<file path="config.mk">
export PLATFORM = sky130hd
export DESIGN_NAME = cw305_mbox_seq_flat
export DESIGN_NICKNAME = d
export VERILOG_FILES = /design/src/rtl/cw305_mbox_seq_if.sv /design/src/rtl/cw305_mbox_seq.sv /design/src/flat_wrapper.sv
export SDC_FILE = /design/constraint.sdc
export NUM_CORES = 1
export LEC_CHECK = 0
export BUFFER_PORTS_ARGS = -buffer_cell sky130_fd_sc_hd__buf_2
export CORE_MARGIN = 5
export CORE_UTILIZATION = 45
export DETAILED_ROUTE_END_ITERATION = 10
export PLACE_DENSITY = 0.68
export RECOVER_POWER = 100
export SLEW_MARGIN = 20
export SYNTH_ARGS = -nofsm -noshare
export SYNTH_HDL_FRONTEND = slang
export SYNTH_SLANG_ARGS = --single-unit
</file>
<file path="constraint.sdc">
create_clock -name clk -period 3.5 [get_ports clk]
set_input_delay 0.35 -clock clk [delete_from_list [all_inputs] [get_ports clk]]
set_output_delay 0.35 -clock clk [all_outputs]
set_load 0.05 [all_outputs]
</file>
<file path="src/rtl/cw305_mbox_seq_if.sv">
// rtl/cw305_mbox_seq_if.sv - mailbox bus and CPU doorbell between the host sequencer and the picorv32 side
`timescale 1ns/1ps
interface cw305_mbox_seq_if;
   logic        mbox_we;
   logic        mbox_re;
   logic [2:0]  mbox_addr;
   logic [31:0] mbox_wdata;
   logic [31:0] mbox_rdata;
   logic        cpu_go;
   logic        cpu_done;

   modport master (
      output mbox_we, mbox_re, mbox_addr, mbox_wdata, cpu_go,
      input  mbox_rdata, cpu_done
   );

   modport slave (
      input  mbox_we, mbox_re, mbox_addr, mbox_wdata, cpu_go,
      output mbox_rdata, cpu_done
   );
endinterface

</file>
<file path="src/rtl/cw305_mbox_seq.sv">
// rtl/cw305_mbox_seq.sv - host-side crypto mailbox sequencer: load pt, ring CPU, read back ct
// Optional build macro MBOX_SCRUB_EN: zero all 8 mailbox words after every operation.
`timescale 1ns/1ps
module cw305_mbox_seq #(
   parameter int unsigned TIMEOUT_CYCLES = 1048576
) (
   input  logic             clk,
   input  logic             reset,
   input  logic             start,
   input  logic [127:0]     pt,
   output logic             busy,
   output logic             done,
   output logic             err,
   output logic [127:0]     ct,
   cw305_mbox_seq_if.master mbox
);
   typedef enum logic [2:0] {S_IDLE, S_LOAD, S_GO, S_READ, S_DONE, S_SCRUB} state_t;

   localparam logic [31:0] WD_LAST = 32'(TIMEOUT_CYCLES - 1);
   localparam bit          WD_EN   = (TIMEOUT_CYCLES != 0);

   state_t      state;
   logic [2:0]  idx;
   logic [31:0] wd_cnt;
   logic [95:0] pt_hi;
   logic [95:0] ct_lo;

   always_ff @(posedge clk) begin
      if (reset) begin
         state           <= S_IDLE;
         idx             <= '0;
         wd_cnt          <= '0;
         pt_hi           <= '0;
         ct_lo           <= '0;
         busy            <= 1'b0;
         done            <= 1'b0;
         err             <= 1'b0;
         ct              <= '0;
         mbox.mbox_we    <= 1'b0;
         mbox.mbox_re    <= 1'b0;
         mbox.mbox_addr  <= '0;
         mbox.mbox_wdata <= '0;
         mbox.cpu_go     <= 1'b0;
      end else begin
         case (state)
            S_IDLE: begin
               if (start && !mbox.cpu_done) begin
                  pt_hi           <= pt[127:32];
                  err             <= 1'b0;
                  busy            <= 1'b1;
                  idx             <= '0;
                  mbox.mbox_we    <= 1'b1;
                  mbox.mbox_addr  <= 3'd0;
                  mbox.mbox_wdata <= pt[31:0];
                  state           <= S_LOAD;
               end
            end
            S_LOAD: begin
               if (idx == 3'd3) begin
                  mbox.mbox_we    <= 1'b0;
                  mbox.mbox_addr  <= '0;
                  mbox.mbox_wdata <= '0;
                  mbox.cpu_go     <= 1'b1;
                  wd_cnt          <= '0;
                  state           <= S_GO;
               end else begin
                  idx             <= idx + 3'd1;
                  mbox.mbox_addr  <= idx + 3'd1;
                  mbox.mbox_wdata <= pt_hi[{idx[1:0], 5'd0} +: 32];
               end
            end
            S_GO: begin
               // A completion arriving on the expiry cycle still counts as success.
               if (mbox.cpu_done) begin
                  mbox.cpu_go    <= 1'b0;
                  mbox.mbox_re   <= 1'b1;
                  mbox.mbox_addr <= 3'd4;
                  idx            <= '0;
                  state          <= S_READ;
               end else if (WD_EN && wd_cnt == WD_LAST) begin
                  mbox.cpu_go <= 1'b0;
                  err         <= 1'b1;
                  ct          <= '0;
                  done        <= 1'b1;
                  state       <= S_DONE;
               end else if (wd_cnt != '1) begin
                  wd_cnt <= wd_cnt + 32'd1;
               end
            end
            S_READ: begin
               idx <= idx + 3'd1;
               if (idx < 3'd3) begin
                  mbox.mbox_addr <= 3'd5 + idx;
               end else begin
                  mbox.mbox_re   <= 1'b0;
                  mbox.mbox_addr <= '0;
               end
               // Read data trails its strobe by one cycle; ct moves only on the last word.
               if (idx == 3'd4) begin
                  ct    <= {mbox.mbox_rdata, ct_lo};
                  done  <= 1'b1;
                  state <= S_DONE;
               end else if (idx != 3'd0) begin
                  ct_lo[{idx[1:0] - 2'd1, 5'd0} +: 32] <= mbox.mbox_rdata;
               end
            end
            S_DONE: begin
               done <= 1'b0;
`ifdef MBOX_SCRUB_EN
               idx             <= '0;
               mbox.mbox_we    <= 1'b1;
               mbox.mbox_addr  <= 3'd0;
               mbox.mbox_wdata <= '0;
               state           <= S_SCRUB;
`else
               busy  <= 1'b0;
               state <= S_IDLE;
`endif
            end
            S_SCRUB: begin
               if (idx == 3'd7) begin
                  mbox.mbox_we   <= 1'b0;
                  mbox.mbox_addr <= '0;
                  busy           <= 1'b0;
                  state          <= S_IDLE;
               end else begin
                  idx            <= idx + 3'd1;
                  mbox.mbox_addr <= idx + 3'd1;
               end
            end
            default: state <= S_IDLE;
         endcase
      end
   end
endmodule

</file>
<file path="src/flat_wrapper.sv">
// flat-port wrapper written by rule: the top's interface ports become plain ports
module cw305_mbox_seq_flat 
#(
   parameter int unsigned TIMEOUT_CYCLES = 1048576
)
  (clk, reset, start, pt, busy, done, err, ct, mbox_mbox_we, mbox_mbox_re, mbox_mbox_addr, mbox_mbox_wdata, mbox_cpu_go, mbox_mbox_rdata, mbox_cpu_done);
  cw305_mbox_seq_if mbox_i ();
  input  logic clk;
  input  logic reset;
  input  logic start;
  input  logic [127:0] pt;
  output logic busy;
  output logic done;
  output logic err;
  output logic [127:0] ct;
  output wire logic [$bits(mbox_i.mbox_we)-1:0] mbox_mbox_we;
  output wire logic [$bits(mbox_i.mbox_re)-1:0] mbox_mbox_re;
  output wire logic [$bits(mbox_i.mbox_addr)-1:0] mbox_mbox_addr;
  output wire logic [$bits(mbox_i.mbox_wdata)-1:0] mbox_mbox_wdata;
  output wire logic [$bits(mbox_i.cpu_go)-1:0] mbox_cpu_go;
  input wire logic [$bits(mbox_i.mbox_rdata)-1:0] mbox_mbox_rdata;
  input wire logic [$bits(mbox_i.cpu_done)-1:0] mbox_cpu_done;
  assign mbox_mbox_we = mbox_i.mbox_we;
  assign mbox_mbox_re = mbox_i.mbox_re;
  assign mbox_mbox_addr = mbox_i.mbox_addr;
  assign mbox_mbox_wdata = mbox_i.mbox_wdata;
  assign mbox_cpu_go = mbox_i.cpu_go;
  assign mbox_i.mbox_rdata = mbox_mbox_rdata;
  assign mbox_i.cpu_done = mbox_cpu_done;
  cw305_mbox_seq #(.TIMEOUT_CYCLES(TIMEOUT_CYCLES)) u_core (.clk(clk), .reset(reset), .start(start), .pt(pt), .busy(busy), .done(done), .err(err), .ct(ct), .mbox(mbox_i));
endmodule
</file>
Yosys cells after proc, flatten, opt, wreduce, memory -nomap -nowiden

Cells that the tools add are included.

Flip-flop bits (word level): 399
Input port bits: 164
Output and inout port bits: 169
Word-level logic and storage cells: 121

$add $sub $neg: 5
$lt $le $gt $ge: 1
Equality and inequality tests: 23
Shift-type cells: 3
Mux-type cells: 48
Bitwise gates (word level): 1
Reduce and logical (&&, ||, !) cells: 26

Operators with widths:

| cell                                                                    | count |
|---|---|
| 128-bit two-way mux                                                     | 3 |
| 128-bit one-hot mux with 2 select lines                                 | 1 |
| 32-bit two-way mux                                                      | 6 |
| 32-bit one-hot mux with 2 select lines                                  | 2 |
| 96-bit bitwise mux                                                      | 1 |
| 32-bit by 9-bit variable shift with 96-bit output, first input constant | 1 |
| 32-bit by 9-bit variable part select with 96-bit output                 | 1 |
| 96-bit by 8-bit variable part select with 32-bit output                 | 1 |
| 3-bit one-hot mux with 5 select lines                                   | 3 |
| 3-bit two-way mux                                                       | 14 |
| 32-bit by 1-bit adder with 32-bit output, second input constant         | 1 |
| 32-bit by 20-bit == test with 1-bit output, second input constant       | 1 |
| 32-bit != test, second input constant                                   | 1 |
| 4-bit AND reduction                                                     | 4 |
| 3-bit AND reduction                                                     | 5 |
| 5-bit AND reduction                                                     | 3 |
| 3-bit == test, second input constant                                    | 4 |
| 1-bit two-way mux                                                       | 12 |
| 2-bit by 1-bit != test with 1-bit output, second input constant         | 6 |
| 2-bit != test, second input constant                                    | 6 |
| 3-bit nonzero test                                                      | 4 |
| 3-bit by 2-bit == test with 1-bit output, second input constant         | 3 |
| 7-bit negator with 9-bit output                                         | 1 |
| 1-bit one-hot mux with 3 select lines                                   | 3 |
| 14 further kinds                                                        | 20 |

Depth between registers and ports, before layout

Gate-level depths: netlist of the first run.

Word-level depth: 5
Mapped depth: 10

Least setup slack after synthesis of the first run

OpenSTA, ideal clock, no wires.

Path type: flip-flop to flip-flop
Start point: register u_core.idx[1]
End point: register u_core.ct_lo[34]
Setup time: 0.070 ns
Arrival: 2.522 ns
Path slack: 0.908 ns
Stages on the path, launching flop included: 9
Path buffers: 3
Cell sequence: dfxtp_1 > clkbuf_1 > clkbuf_1 > inv_1 > ha_1 > nor3b_1 > clkbuf_1 > nand3_1 > a21oi_1

Cells in the longest elaborated chain, start to end: 4

Ends and longest elaborated chain:

| what                                                                                                                         | RTL line              | RTL |
|---|---|---|
| start: declaration                                                                                                           | cw305_mbox_seq.sv:23  | `logic [2:0] idx;` |
| start signal: assignment                                                                                                     | cw305_mbox_seq.sv:67  | `idx <= idx + 3'd1;` |
| start signal: assignment                                                                                                     | cw305_mbox_seq.sv:91  | `idx <= idx + 3'd1;` |
| start signal: assignment                                                                                                     | cw305_mbox_seq.sv:127 | `idx <= idx + 3'd1;` |
| 2-bit by 1-bit subtractor with 2-bit output                                                                                  | cw305_mbox_seq.sv:104 | `ct_lo[{idx[1:0] - 2'd1, 5'd0} +: 32] <= mbox.mbox_rdata;` |
| 7-bit negator with 9-bit output                                                                                              | cw305_mbox_seq.sv:104 |  |
| 32-bit by 9-bit variable part select with 96-bit output or 32-bit by 9-bit variable shift with 96-bit output (tied branches) | cw305_mbox_seq.sv:104 |  |
| 96-bit bitwise mux                                                                                                           | cw305_mbox_seq.sv:104 |  |
| end signal: indexed assignment                                                                                               | cw305_mbox_seq.sv:104 |  |
| end: declaration                                                                                                             | cw305_mbox_seq.sv:26  | `logic [95:0] ct_lo;` |

Several ways; a longest one is shown, not always the timed one.
A chain may end at the register's enable or synchronous reset.

Worst setup path after layout of the first run

Start point: register u_core.idx[0]
End point: register u_core.wd_cnt[9]

Cells in the longest elaborated chain, start to end: 3

Ends and longest elaborated chain:

| what                                               | RTL line             | RTL |
|---|---|---|
| 3-bit by 2-bit == test with 1-bit output           | cw305_mbox_seq.sv:59 | `if (idx == 3'd3) begin` |
| 2-bit by 1-bit != test with 1-bit output (no line) | n/a                  |  |
| 5-bit AND reduction (no line)                      | n/a                  |  |
| end signal: assignment                             | cw305_mbox_seq.sv:87 | `wd_cnt <= wd_cnt + 32'd1;` |
| end: declaration                                   | cw305_mbox_seq.sv:24 | `logic [31:0] wd_cnt;` |

Every way passes these cells.

==> flow_metrics.env, run 1 <==
export IMPL_placed_area_mm2=0.0173
export IMPL_synth_warnings=0
export IMPL_cap_violations=1
export IMPL_violations="capacitance limit, slew limit"
export IMPL_ys_seq_area_share_pct=52.1
export IMPL_critical_path_top_delay_family="buffers and inverters"
export IMPL_rsz0062_at_grt="false"
export IMPL_status="complete, but fails checks"
export IMPL_hold_buffers=0
export IMPL_die_area_mm2=0.0379
export IMPL_layout_min_cycle_time_ns=3.07
export IMPL_synth_edff_count=0
export IMPL_cts_buffers=43
export IMPL_setup_viol=0
export IMPL_ctsResizeCount=0
export IMPL_crit_required_ns=3.93
export IMPL_p_sw_uw=2420
export IMPL_startpoint_type="flip-flop"
export IMPL_die_h_um=195
export IMPL_grt_ovfl_total=0
export IMPL_cp_slowest_cell="clkbuf_1"
export IMPL_maxClockFrequency_ghz=0.326
export IMPL_syn_avg_cell_area_um2=8.75
export IMPL_drive_gt1_share_pct=13.9
export IMPL_cts_tree="built"
export IMPL_ys_ff_latch=399
export IMPL_slew_viol_final=98
export IMPL_final_period_utilization_pct=87.6
export IMPL_core_area_mm2=0.0336
export IMPL_end_kind="flip-flop"
export IMPL_crit_chain="clkbuf_1 > ha_1 > ha_1 > nand2_1 > o31ai_1 > a21oi_1 > clkbuf_1 > o311ai_0 > nand2_1"
export IMPL_track_usage_pct=22.8
export IMPL_final_area_mm2=0.0185
export IMPL_fp_row_count=67
export IMPL_synth_top_area_cell="dfxtp_1"
export IMPL_cp_num_buf_inv=2
export IMPL_p_leak_uw=0.00666
export IMPL_pwr_share_seq_pct=46.8
export IMPL_internal_power_uw=7600
export IMPL_antenna_found_initial=7
export IMPL_layout_nets=2187
export IMPL_gp_congestion=0.867
export IMPL_wire_per_inst_um=18.5
export IMPL_clkPwrFrac_pct=46.4
export IMPL_hold_viol=0
export IMPL_port_buffers=332
export IMPL_finClkSkew_ns=0.0218
export IMPL_ios=333
export IMPL_cp_slowest_stage_delay_ns=0.87
export IMPL_first_pass_iters=5
export IMPL_synthesis_area_mm2=0.0153
export IMPL_clkTransAtPathRegs_ns=0.06
export IMPL_netlist_area_leader_share_pct=52.1
export IMPL_clock_latency_ns=0.56
export IMPL_ir_drop_mv=0.368
export IMPL_drt_total_wl_um=46400
export IMPL_drtIter0Drc=1170
export IMPL_first_global_vias=13300
export IMPL_combPwrFrac_pct=6.8
export IMPL_via_per_inst=5.64
export IMPL_grt_start_max_net_pins=133
export IMPL_cts_num_sinks=399
export IMPL_cts_buffer_depth=3
export IMPL_ant_nets=0
export IMPL_slew_headroom_pct=-25.6
export IMPL_timing_hold_ws_ns=0.0265
export IMPL_root_buffer="clkbuf_16"
export IMPL_synth_common_cells="399 x dfxtp_1, 355 x nand2_1, 218 x a21oi_1"
export IMPL_syn_nets=1925
export IMPL_synth_cell_types=51
export IMPL_worstSetupPathType="reg2reg"
export IMPL_synthTopCellsByArea="dfxtp_1 52%, nand2_1 8.7%, a22o_1 7.4%, a21oi_1 7.1%, nand3_1 3.8%"
export IMPL_finalSetupTns_ns=0
export IMPL_post_cts_setup_buffers=0
export IMPL_crit_fanout=25
export IMPL_cp_data_arrival_time_ns=3.50
export IMPL_hpwl_um=30100
export IMPL_holdCritPathClass="in2reg"
export IMPL_grt_pass1_wl_um=72200
export IMPL_switching_share_pct=24.1
export IMPL_start_util_pct=45.6
export IMPL_postSynthCellCount=1751
export IMPL_synth_most_common_cell="dfxtp_1"
export IMPL_ys_flop_type="dfxtp_1"
export IMPL_p_per_area_mw_per_mm2=541
export IMPL_die_w_um=195
export IMPL_ys_async_sr_fraction_pct=0
export IMPL_h_tree_depth=2
export IMPL_worstMarginPinSlew_ns=1.88
export IMPL_drc_errors=0
export IMPL_vias=14100
export IMPL_layout_area_overhead_vs_synth_pct=20.8
-- per-layer routing --
metal	GRT usage [%]	wire [um]
met1	29.6	19500
met2	37.2	21900
met3	6.37	3860
met4	6.72	1120
met5	0	39
-- sequential cells by signal, summed over array words and instances (netlist names) --
| register | cells |
|---|---|
| u_core.state | 3 |
| u_core.pt_hi | 96 |
| u_core.mbox.mbox_addr | 3 |
| u_core.ct_lo | 96 |
| u_core.mbox.cpu_go | 1 |
| u_core.mbox.mbox_wdata | 32 |
| u_core.done | 1 |
| u_core.busy | 1 |
| u_core.err | 1 |
| u_core.wd_cnt | 32 |
| u_core.mbox.mbox_we | 1 |
| u_core.idx | 3 |
| u_core.ct | 128 |
| u_core.mbox.mbox_re | 1 |
-- worst reg2reg max path, delay by kind of cell (launching register included) --
| kind | cells | cell delay, ns |
|---|---|---|
| fa+ha+maj | 2 | 0.70 |
| compound gates | 3 | 0.63 |
| buf+inv | 2 | 1.09 |
| simple gates | 2 | 0.21 |
| flops | 1 | 0.32 |
-- power groups by stage --
stage	registers, uW	clock network (uW)	logic [uW]
after floorplan	4900	0	308
after global placement	4780	0	691
after detailed placement	4780	0	697
after CTS	4680	4720	700
after global routing	4690	4920	742
final	4680	4650	684
-- placed cells by master, fill, tap and decap left out, types with 7 or more instances in the layout --
cell         n
a21oi_1    218
buf_4       18
buf_2      162
a22o_1     129
o31ai_1     15
and2_1       7
nand4_1     19
a211oi_1    37
nand2_1    354
clkinv_2     7
nor2_1      64
nand3_1    118
o21ai_0     67
a31oi_1     13
a22oi_1     35
clkbuf_16   43
ha_1        10
and3_1       9
clkbuf_8    13
mux2i_1     34
clkbuf_1   182
dfxtp_1    398
inv_1        7
-- path summary, 6_finish.rpt --
check,to,cells past startpoint,from,slack (ns)
worst min-delay path,u_core.pt_hi[83]$_SDFFE_PP0P_,3,pt[115],0.03
worst max-delay path,u_core.wd_cnt[9]$_SDFFE_PP0P_,9,u_core.idx[0]$_SDFFE_PP0P_,0.43
worst max register to register,u_core.wd_cnt[9]$_SDFFE_PP0P_,9,u_core.idx[0]$_SDFFE_PP0P_,0.43
worst min register to register,u_core.pt_hi[17]$_SDFFE_PP0P_,2,u_core.pt_hi[17]$_SDFFE_PP0P_,0.45
-- cells by family (layout without fill, tap and decap cells) --
family	Yosys count	count (layout)	share of synthesized area [%]
AND/OR/NAND/NOR	613	613	17.6
AO/OA/AOI/OAI	537	537	22.8
flip-flops	399	399	52.1
buffers and inverters	154	451	4.14
multiplexers	38	38	2.51
adder cells (fa/ha/maj)	10	10	0.816
other	0	4	0
-- through the flow --
stage          util [%]  std cells  setup WS [ns]  power, uW
2_1_floorplan         -       1751          0.908       5210
3_3_place_gp       51.4       2416          0.790       5470
3_5_place_dp       51.4       2416          0.675       5480
4_1_cts            55.8       2496          0.619      10100
5_1_grt            55.1       2499          0.196      10300
6_report           55.1       2500          0.432      10000
-- layout make-up --
cell class | count | area [um^2]
Fill cell | 3151 | 15100
Sequential cell | 399 | 7990
Multi-Input combinational cell | 1198 | 6740
Timing Repair Buffer | 363 | 1710
Clock buffer | 64 | 1270
Tap cell | 448 | 561
Clock inverter | 16 | 205
Inverter | 8 | 30.0
Antenna cell | 4 | 10.0
Power figures use the tool's default switching activity.
==> run 2, diff against run 1 <==
--- a/config.mk
+++ b/config.mk
@@ -8,6 +8,7 @@
 export BUFFER_PORTS_ARGS = -buffer_cell sky130_fd_sc_hd__buf_2
 export CORE_MARGIN = 5
 export CORE_UTILIZATION = 45
+export CTS_BUF_LIST = sky130_fd_sc_hd__clkbuf_4 sky130_fd_sc_hd__clkbuf_8 sky130_fd_sc_hd__clkbuf_16
 export DETAILED_ROUTE_END_ITERATION = 10
 export PLACE_DENSITY = 0.68
 export RECOVER_POWER = 100
==> flow_metrics.env, run 2 (same netlist as run 1, synthesis figures left out) <==
export IMPL_cap_violations=1
export IMPL_top_regs="u_core.ct x128, u_core.ct_lo x96, u_core.pt_hi x96"
export IMPL_track_usage_pct=22.8
export IMPL_drive_gt1_share_pct=14.4
export IMPL_startpoint_type="flip-flop"
export IMPL_h_tree_depth=2
export IMPL_via_per_inst=5.64
export IMPL_grt_pass1_wl_um=72300
export IMPL_final_period_utilization_pct=86.9
export IMPL_ctsResizeCount=0
export IMPL_die_area_mm2=0.0379
export IMPL_largest_reg_flops=128
export IMPL_finalSetupTns_ns=0
export IMPL_worstMarginPinSlew_ns=1.92
export IMPL_gp_congestion=0.867
export IMPL_drc_errors=0
export IMPL_fin_ws_ns=0.457
export IMPL_port_buffers=332
export IMPL_placed_area_mm2=0.0173
export IMPL_post_cts_setup_buffers=0
export IMPL_crit_required_ns=3.93
export IMPL_fp_row_count=67
export IMPL_clkTransAtPathRegs_ns=0.06
export IMPL_grt_ovfl_total=0
export IMPL_violations="capacitance limit, slew limit"
export IMPL_crit_fanout=25
export IMPL_cts_tree="built"
export IMPL_post_place_ws_ns=0.675
export IMPL_vias=14100
export IMPL_start_util_pct=45.6
export IMPL_p_per_area_mw_per_mm2=544
export IMPL_die_h_um=195
export IMPL_clock_latency_ns=0.56
export IMPL_ios=333
export IMPL_slew_viol_final=98
export IMPL_first_global_vias=13300
export IMPL_drt_total_wl_um=46400
export IMPL_setup_viol=0
export IMPL_p_leak_uw=0.00669
export IMPL_worstSetupPathType="reg2reg"
export IMPL_rsz0062_at_grt="false"
export IMPL_maxClockFrequency_ghz=0.329
export IMPL_status="complete, but fails checks"
export IMPL_die_w_um=195
export IMPL_finClkSkew_ns=0.0193
export IMPL_layout_common_cells="398 x dfxtp_1, 354 x nand2_1, 218 x a21oi_1"
export IMPL_final_util_pct=55.2
export IMPL_hpwl_um=30100
export IMPL_slew_headroom_pct=-27.7
export IMPL_layout_area_overhead_vs_synth_pct=21.0
export IMPL_top_register="u_core.ct"
export IMPL_cts_num_sinks=399
export IMPL_hold_buffers=0
export IMPL_holdCritPathClass="in2reg"
export IMPL_ir_drop_mv=0.372
export IMPL_wire_per_inst_um=18.6
export IMPL_end_kind="flip-flop"
export IMPL_cp_data_arrival_time_ns=3.47
export IMPL_layout_min_cycle_time_ns=3.04
export IMPL_final_area_mm2=0.0186
export IMPL_cts_buffer_depth=3
export IMPL_first_pass_iters=6
export IMPL_layout_commonest_cell="dfxtp_1"
export IMPL_layout_nets=2187
export IMPL_core_area_mm2=0.0336
export IMPL_ant_nets=0
export IMPL_hold_viol=0
export IMPL_drtIter0Drc=1080
export IMPL_antenna_found_initial=7
export IMPL_root_buffer="clkbuf_16"
export IMPL_grt_start_max_net_pins=133
export IMPL_cts_buffers=43
==> run 2: path summary, 6_finish.rpt <==
path,startpoint,to,slack (ns),cells past startpoint
worst max register to register,u_core.idx[0]$_SDFFE_PP0P_,u_core.wd_cnt[9]$_SDFFE_PP0P_,0.46,9
worst min register to register,u_core.ct_lo[37]$_SDFFE_PP0P_,u_core.ct_lo[37]$_SDFFE_PP0P_,0.45,2
worst max-delay path,u_core.idx[0]$_SDFFE_PP0P_,u_core.wd_cnt[9]$_SDFFE_PP0P_,0.46,9
worst min-delay path,pt[115],u_core.pt_hi[83]$_SDFFE_PP0P_,0.03,3
==> run 2: report_power, final <==
group	leakage (uW)	internal [uW]	switching [uW]
logic	0.00270	196	488
clock network	0.000759	2840	1880
registers	0.00323	4630	48.8
==> run 2: per-layer routing <==
metal / GRT usage [%] / share of wire [%] / up-vias
met5: 0 / 0.084 / -
met4: 6.98 / 2.5 / 8
met3: 6.37 / 8.5 / 82
met2: 37.0 / 47 / 539
met1: 29.6 / 42 / 6694
li1: - / - / 6783
==> run 2: cell type report <==
class | instances | area (um^2)
repair buffers | 363 | 1710
clock buffers | 64 | 1310
fillers | 3154 | 15100
well taps | 448 | 561
clock inverters | 16 | 205
inverters | 8 | 30.0
multi-input cells | 1198 | 6740
diodes | 4 | 10.0
flip-flops and latches | 399 | 7990
==> run 2: per-stage QoR <==
stage / power (uW) / hold slack, ns / std cells
3_3_place_gp: 5470 / 0.438 / 2416
3_5_place_dp: 5480 / 0.445 / 2416
5_1_grt: 10400 / 0.0147 / 2499
4_1_cts: 10200 / 0.00934 / 2496
2_1_floorplan: 5210 / 0.432 / 1751
6_report: 10100 / 0.0265 / 2500
==> run 2: worst max-delay path, stage by stage (launching register included) <==
cell and delay, ns:
dfxtp_1 0.32, clkbuf_1 0.84, ha_1 0.35, ha_1 0.34, nand2_1 0.13, o31ai_1 0.11
a21oi_1 0.18, clkbuf_1 0.22, o311ai_0 0.34, nand2_1 0.08
==> run 3, diff against run 2 <==
--- a/config.mk
+++ b/config.mk
@@ -12,6 +12,7 @@
 export DETAILED_ROUTE_END_ITERATION = 10
 export PLACE_DENSITY = 0.68
 export RECOVER_POWER = 100
+export REMOVE_ABC_BUFFERS = 1
 export SLEW_MARGIN = 20
 export SYNTH_ARGS = -nofsm -noshare
 export SYNTH_HDL_FRONTEND = slang
==> flow_metrics.env, run 3 (same netlist as run 1, synthesis figures left out) <==
export IMPL_ant_nets=0
export IMPL_antenna_found_initial=11
export IMPL_whs_path_depth=3
export IMPL_end_kind="flip-flop"
export IMPL_placed_cells=2423
export IMPL_die_h_um=195
export IMPL_p_total_uw=9890
export IMPL_finClkSkew_ns=0.0137
export IMPL_maxClockFrequency_ghz=0.332
export IMPL_p_per_area_mw_per_mm2=533
export IMPL_port_buffers=332
export IMPL_start_util_pct=45.6
export IMPL_rsz0062_at_grt="false"
export IMPL_cts_num_sinks=399
export IMPL_crit_required_ns=3.95
export IMPL_status="completed"
export IMPL_top_regs="u_core.ct x128, u_core.ct_lo x96, u_core.pt_hi x96"
export IMPL_root_buffer="clkbuf_16"
export IMPL_startpoint_type="flip-flop"
export IMPL_slew_headroom_pct=24.1
export IMPL_ctsResizeCount=0
export IMPL_largest_reg_flops=128
export IMPL_cts_tree="built"
export IMPL_h_tree_depth=2
export IMPL_cts_buffer_depth=3
export IMPL_setup_viol=0
export IMPL_top_register="u_core.ct"
export IMPL_fp_row_count=67
export IMPL_cap_violations=0
export IMPL_fin_cells=2503
export IMPL_hold_viol=0
export IMPL_final_period_utilization_pct=86.0
export IMPL_hold_buffers=0
export IMPL_hpwl_um=30800
export IMPL_cp_slowest_stage_delay_ns=0.87
export IMPL_layout_area_overhead_vs_synth_pct=20.9
export IMPL_crit_fanout=19
export IMPL_drtIter0Drc=1060
export IMPL_track_usage_pct=23.9
export IMPL_drt_total_wl_um=47900
export IMPL_grt_pass1_wl_um=74900
export IMPL_worstSetupPathType="reg2reg"
export IMPL_drc_errors=0
export IMPL_die_area_mm2=0.0379
export IMPL_vias=14100
export IMPL_layout_min_cycle_time_ns=3.01
export IMPL_ir_drop_mv=0.362
export IMPL_p_leak_uw=0.00669
export IMPL_clkTransAtPathRegs_ns=0.06
export IMPL_ios=333
export IMPL_gp_congestion=0.855
export IMPL_grt_start_max_net_pins=118
export IMPL_cts_buffers=42
export IMPL_layout_common_cells="398 x dfxtp_1, 355 x nand2_1, 218 x a21oi_1"
export IMPL_clock_latency_ns=0.54
export IMPL_worstMarginPinSlew_ns=1.13
export IMPL_rr_worst_depth=6
export IMPL_wire_per_inst_um=19.1
export IMPL_first_pass_iters=6
export IMPL_first_global_vias=13700
export IMPL_post_cts_setup_buffers=0
export IMPL_holdCritPathClass="in2reg"
export IMPL_drive_gt1_share_pct=14.3
export IMPL_cp_data_arrival_time_ns=3.46
export IMPL_layout_nets=2193
export IMPL_slew_viol_final=0
export IMPL_grt_ovfl_total=0
export IMPL_cp_slowest_cell="nor3_2"
export IMPL_timing_hold_ws_ns=0.0485
export IMPL_die_w_um=195
export IMPL_via_per_inst=5.65
export IMPL_layout_commonest_cell="dfxtp_1"
export IMPL_core_area_mm2=0.0336
export IMPL_crit_chain="buf_4 > or3b_2 > nor3_2 > clkbuf_1 > nand2_1 > a21oi_1"
-- run 3: changes by cell type in the layout (fill, tap and decap cells not counted), moves of 2 or more --
cell	previous run	this run
buf_4	18	25
clkbuf_8	13	10
clkinv_2	7	4
o21ai_0	67	64
o21ai_1	0	3
and2_0	1	3
and2_1	7	5
buf_16	0	2
clkbuf_4	9	11
-- run 3: per-stage QoR --
| step | TNS, ns | cell area (um^2) | utilization [%] | setup slack, ns |
|---|---|---|---|---|
| 2_1_floorplan | -746.11 | 14700 | - | -5.13 |
| 3_3_place_gp | 0 | 17300 | 51.6 | 0.390 |
| 3_5_place_dp | 0 | 17400 | 51.7 | 0.690 |
| 4_1_cts | 0 | 18800 | 56.0 | 0.676 |
| 5_1_grt | 0 | 18500 | 55.1 | 0.242 |
| 6_report | 0 | 18500 | 55.1 | 0.491 |
-- run 3: cell type report --
type                       count  area (um^2)
sequential                   399         7990
clock inverter                12          145
tap                          448          561
timing repair buffer         370         1800
antenna                        5         12.5
clock buffer                  63         1290
inverter                       8         30.0
fill                        3132        15100
multi-input combinational   1198         6710
-- run 3: report_power, final --
part / switching, uW / internal, uW
combinational: 489 / 204
clock: 1800 / 2710
sequential: 51.3 / 4630
total: 2340 / 7540
-- run 3: worst paths after layout --
kind                                 from                            end  slack, ns
max          u_core.state[1]$_SDFFE_PP0P_  u_core.pt_hi[17]$_SDFFE_PP0P_       0.49
max reg2reg  u_core.state[1]$_SDFFE_PP0P_  u_core.pt_hi[17]$_SDFFE_PP0P_       0.49
min                                pt[62]  u_core.pt_hi[30]$_SDFFE_PP0P_       0.05
min reg2reg  u_core.ct_lo[6]$_SDFFE_PP0P_   u_core.ct_lo[6]$_SDFFE_PP0P_       0.45
-- run 3: worst max-delay path: cells and delay by family (launching register included) --
kind | cells | cell delay [ns]
compound gates | 1 | 0.15
buf+inv | 2 | 0.88
flops | 1 | 0.31
simple gates | 3 | 1.58
-- run 3: metal layers --
| layer | GRT usage (%) | wire length [um] | part of all wire, % |
|---|---|---|---|
| met1 | 31.2 | 20300 | 42 |
| met2 | 39.2 | 22100 | 46 |
| met3 | 7.15 | 4420 | 9.2 |
| met4 | 5.39 | 965 | 2.0 |
| met5 | 0 | 83 | 0.17 |
